[config.mk]
export PLATFORM = sky130hd
export DESIGN_NAME = shift_sched
export DESIGN_NICKNAME = d
export VERILOG_FILES = /design/src/rtl/shift_sched.sv
export SDC_FILE = /design/constraint.sdc
export NUM_CORES = 1
export LEC_CHECK = 0
export CORE_MARGIN = 3
export CORE_UTILIZATION = 42
export CTS_BUF_LIST = sky130_fd_sc_hd__clkbuf_16
export DETAILED_ROUTE_END_ITERATION = 16
export HOLD_SLACK_MARGIN = 0.03
export PLACE_DENSITY = 0.9
export SLEW_MARGIN = 30
export SYNTH_ARGS = -nofsm -noshare
export SYNTH_HDL_FRONTEND = slang
export SYNTH_SLANG_ARGS = --single-unit
[constraint.sdc]
create_clock -name clk -period 3.8 [get_ports clk]
set_input_delay 0.76 -clock clk [delete_from_list [all_inputs] [get_ports clk]]
set_output_delay 0.76 -clock clk [all_outputs]
set_load 0.02 [all_outputs]
[src/rtl/shift_sched.sv]
// shift_sched: round-robin sequencer that runs 0..7 position shift jobs from
// two requesters through a shared 4-bit shifter limited to 2 positions/pass.
module shift_sched #(
  parameter int WIDTH = 4,
  parameter int AMT_W = 3
) (
  input  logic             clk,
  input  logic             rst_n,
  input  logic             req0_valid,
  output logic             req0_ready,
  input  logic [WIDTH-1:0] req0_a,
  input  logic [AMT_W-1:0] req0_amt,
  input  logic             req0_dir,
  input  logic             req1_valid,
  output logic             req1_ready,
  input  logic [WIDTH-1:0] req1_a,
  input  logic [AMT_W-1:0] req1_amt,
  input  logic             req1_dir,
  output logic             rsp_valid,
  input  logic             rsp_ready,
  output logic [WIDTH-1:0] rsp_y,
  output logic             rsp_id,
  output logic             busy,
  output logic [WIDTH-1:0] sh_a,
  output logic [1:0]       sh_amt,
  output logic             sh_dir,
  input  logic [WIDTH-1:0] sh_y
);

  typedef enum logic [1:0] {
    IDLE  = 2'd0,
    SHIFT = 2'd1,
    DONE  = 2'd2
  } state_e;

  state_e           state_q, state_d;
  logic [WIDTH-1:0] acc_q, acc_d;
  logic [AMT_W-1:0] rem_q, rem_d;
  logic             dir_q, dir_d;
  logic             id_q, id_d;
  // rr_q names the requester that wins the next contention
  logic             rr_q, rr_d;

  logic             idle_s;
  logic             hs0_s, hs1_s;
  logic [1:0]       step_s;

  // Grant logic: a lone valid wins, contention goes to the round-robin favourite
  always_comb begin
    idle_s     = (state_q == IDLE);
    req0_ready = idle_s && req0_valid && (!req1_valid || (rr_q == 1'b0));
    req1_ready = idle_s && req1_valid && (!req0_valid || (rr_q == 1'b1));
    hs0_s      = req0_valid && req0_ready;
    hs1_s      = req1_valid && req1_ready;
    step_s     = (rem_q >= AMT_W'(2)) ? 2'd2 : 2'd1;
  end

  // Next-state and datapath update for the IDLE/SHIFT/DONE sequencer
  always_comb begin
    state_d = state_q;
    acc_d   = acc_q;
    rem_d   = rem_q;
    dir_d   = dir_q;
    id_d    = id_q;
    rr_d    = rr_q;
    case (state_q)
      IDLE: begin
        if (hs0_s) begin
          acc_d   = req0_a;
          rem_d   = req0_amt;
          dir_d   = req0_dir;
          id_d    = 1'b0;
          rr_d    = 1'b1;
          state_d = (req0_amt == AMT_W'(0)) ? DONE : SHIFT;
        end else if (hs1_s) begin
          acc_d   = req1_a;
          rem_d   = req1_amt;
          dir_d   = req1_dir;
          id_d    = 1'b1;
          rr_d    = 1'b0;
          state_d = (req1_amt == AMT_W'(0)) ? DONE : SHIFT;
        end else begin
          state_d = IDLE;
        end
      end
      SHIFT: begin
        // One shifter pass per cycle; no early exit when acc reaches zero
        acc_d = sh_y;
        rem_d = rem_q - AMT_W'(step_s);
        if (rem_d == AMT_W'(0)) begin
          state_d = DONE;
        end else begin
          state_d = SHIFT;
        end
      end
      DONE: begin
        // Drain cycle never overlaps an accept: IDLE is entered first
        if (rsp_ready) begin
          state_d = IDLE;
        end else begin
          state_d = DONE;
        end
      end
      default: begin
        state_d = IDLE;
      end
    endcase
  end

  // State registers with synchronous active-low reset; a reset drops any job
  always_ff @(posedge clk) begin
    if (!rst_n) begin
      state_q <= IDLE;
      acc_q   <= '0;
      rem_q   <= '0;
      dir_q   <= 1'b0;
      id_q    <= 1'b0;
      rr_q    <= 1'b0;
    end else begin
      state_q <= state_d;
      acc_q   <= acc_d;
      rem_q   <= rem_d;
      dir_q   <= dir_d;
      id_q    <= id_d;
      rr_q    <= rr_d;
    end
  end

  // Outputs decoded purely from registered state, so they are glitch-free
  always_comb begin
    busy      = (state_q != IDLE);
    sh_a      = acc_q;
    sh_dir    = dir_q;
    sh_amt    = (state_q == SHIFT) ? step_s : 2'd0;
    rsp_valid = (state_q == DONE);
    rsp_y     = (state_q == DONE) ? acc_q : '0;
    rsp_id    = (state_q == DONE) ? id_q : 1'b0;
  end

endmodule

==> qor.csv <==
stage,metric,value,unit
status,status,"finished, final reports clean",
yosys,synth_top_area_share,29.1,%
floorplan,io_pins,41,
routing,num_vias,955,
place,numPortBuffers,40,
floorplan,core,1780,um2
yosys,synth-seq-cells,12,
job,cap_viol_max_count,0,
timing,post-route-min-period,3.27,ns
setup_path,cp-startpoint,req0_valid,
routing,ant_nets,0,
clocking,clock_latency,0.24,ns
timing,max_freq,0.306,GHz
yosys,async_flop_share,0,%
routing,wl,2.59,mm
clocking,holdBufCountCts,0,
setup_path,end_kind,primary output,
setup_path,regToRegStartpoint,rem_q[2]$_SDFFE_PN0P_,
yosys,synth.avg_cell_area,8.16,um2
power,p_leak,0.500,nW
yosys,synth_ff_type,dfxtp_1,
global_route,use_met3,5.64,%
place,gp_congestion,0.836,
global_route,grt_pass1_wl,4.35,mm
yosys,synth_edf_count,0,
setup_path,worstPathArrival,2.51,ns
clocking,cts_sinks,12,
setup_path,worstPathMaxFanout,9,
min_path,holdPathStages,2,
global_route,overflow,0,
power,p_per_area,703,nW/um2
finish,drive_gt1_share,7.80,%
setup_path,worst_setup_path_start_kind,input port,
floorplan,initial_core_util,46.2,%
yosys,synth_cells,101,
power,peakVddDrop,423,uV
timing,slew_violations,0,
timing,setup_tns,0,ns
clocking,path_clk_slew,0.04,ns
floorplan,die_area,2530,um2
timing,relSlewSlack,59.4,%
finish,fill_cells,131,
setup_path,worstPathRequired,3.04,ns
timing,final.setup_skew,0.00135,ns
finish,mostFrequentLayoutCell,clkdlybuf4s50_1,
timing,finalHoldViolCount,0,
min_path,hold_path_class,reg -> reg,
clocking,cts_buffers,3,
timing,tightest_slew,0.608,ns
global_route,grt_antenna_before_repair,0,
yosys,synthesis.area,825,um2
floorplan,die_w,50.3,um
floorplan,rows,15,
finish,syn2layout_area_growth,58.1,%
global_route,grt.total_usage,22.5,%
yosys,synth.distinct_cells,36,
global_route,grt_use_met1,24.7,%
global_route,grt_pass1_vias,943,
global_route,use_met2,41.3,%
routing,drtIter0Drc,55,
clocking,tritoncts,done,
finish,mostFrequentLayoutCells,"40 x clkdlybuf4s50_1, 13 x o21ai_0, 12 x dfxtp_1",
finish,finish.net_count,169,
yosys,ys_warn_count,0,
clocking,htreeDepth,1,
clocking,postCtsSetupBuffers,0,
setup_path,r2r_end,state_q[1]$_SDFF_PN0_,
timing,holdWs,0.461,ns
yosys,yosys-top-cells-area,"dfxtp_1 29%, o21ai_0 7.9%, a211oi_1 5.5%",
routing,viasPerCell,5.75,
yosys,yosysSeqAreaShare,29.1,%
floorplan,die_h,50.3,um
yosys,yosysTopAreaCell,dfxtp_1,
clocking,clockRootBuffer,clkbuf_16,
clocking,cts.path.max_buffers,2,
timing,setup_violations,0,
place,post-dp-hpwl,1.98,mm
setup_path,r2r_cells,6,
routing,avgRoutedWirePerCell,15.6,um
setup_path,crit_type,in -> out,
timing,finalCritPeriodShare,86.0,%
setup_path,endpoint,req0_ready,
clocking,postCtsResizedCells,0,
finish,diodes,0,
finish,finish.utilization,73.1,%
global_route,grt_max_degree,10,
setup_path,rrSetupSlack,1.73,ns
yosys,synth_fp_nets,127,
routing,drcViolationCount,0,
global_route,busiest_layer,met2,
timing,rsz0062_at_grt,false,
routing,drtPass1Iterations,4,
report_power, final:
part | leakage, nW | internal (W) | total, W | switching [W]
Combinational | 0.363 | 0.000225 | 0.000495 | 0.000269
Clock | 0.0370 | 0.000137 | 0.000187 | 0.0000505
Sequential | 0.0994 | 0.000175 | 0.000235 | 0.0000608
critical path: stages:
cell and delay [ns]:
clkdlybuf4s50_1 0.50, nor3b_4 0.39, nand2_4 0.16, clkinv_4 0.09
clkdlybuf4s50_1 0.60
cells by family after synthesis:
| logic type | after synthesis | share of synthesized area, % |
|---|---|---|
| simple gates | 44 | 32.0 |
| fa+ha+maj | 1 | 2.43 |
| compound gates | 34 | 27.9 |
| buf+inv | 8 | 6.22 |
| flops | 12 | 29.1 |
| mux | 1 | 1.21 |
| xor+xnor | 1 | 1.06 |
sequential cells by signal, indices dropped and copies added (netlist names):
name and cells:
id_q 1, rem_q 3, rr_q 1, sh_a 4, sh_dir 1, state_q 2
worst min-delay path by stage:
stage,end,slack (ns),from
2_1_floorplan,id_q$_SDFFE_PN0P_,0.47,id_q$_SDFFE_PN0P_
3_3_place_gp,sh_a[1]$_SDFFE_PN0P_,0.45,sh_a[1]$_SDFFE_PN0P_
3_5_place_dp,sh_a[2]$_SDFFE_PN0P_,0.46,sh_a[2]$_SDFFE_PN0P_
4_1_cts,sh_a[2]$_SDFFE_PN0P_,0.47,sh_a[2]$_SDFFE_PN0P_
5_1_grt,sh_a[2]$_SDFFE_PN0P_,0.52,sh_a[2]$_SDFFE_PN0P_
6_report,sh_a[2]$_SDFFE_PN0P_,0.46,sh_a[2]$_SDFFE_PN0P_
synthesized netlist by cell type (3+ instances only):
cell / number
nor2b_1: 3
nand2_1: 9
or3_1: 4
a211oi_1: 6
dfxtp_1: 12
o21ai_0: 13
a21oi_1: 3
and3_1: 6
inv_1: 3
nor2_1: 5
and2_1: 6
area by class of cell:
class | count | area (um2) | share of cell area [%]
clock buffer | 3 | 75.1 | 5.76
inverter | 5 | 23.8 | 1.82
multi-input combinational | 81 | 533 | 40.9
sequential | 12 | 240 | 18.4
tap | 25 | 31.3 | 2.40
timing repair buffer | 40 | 400 | 30.7
routing by layer:
metal,up-vias,wire length [um]
met5,-,0
met4,0,56
met3,7,269
met2,66,1270
met1,430,995
li1,452,-
through the flow:
step,setup WS [ns],area (um2),power [W],std cells
2_1_floorplan,1.76,825,0.000551,101
3_3_place_gp,0.624,1230,0.000701,163
3_5_place_dp,0.571,1230,0.000719,163
4_1_cts,0.540,1300,0.000914,166
5_1_grt,0.417,1300,0.000974,166
6_report,0.533,1300,0.000917,166
No activity file was read; power rests on OpenSTA's default activity.
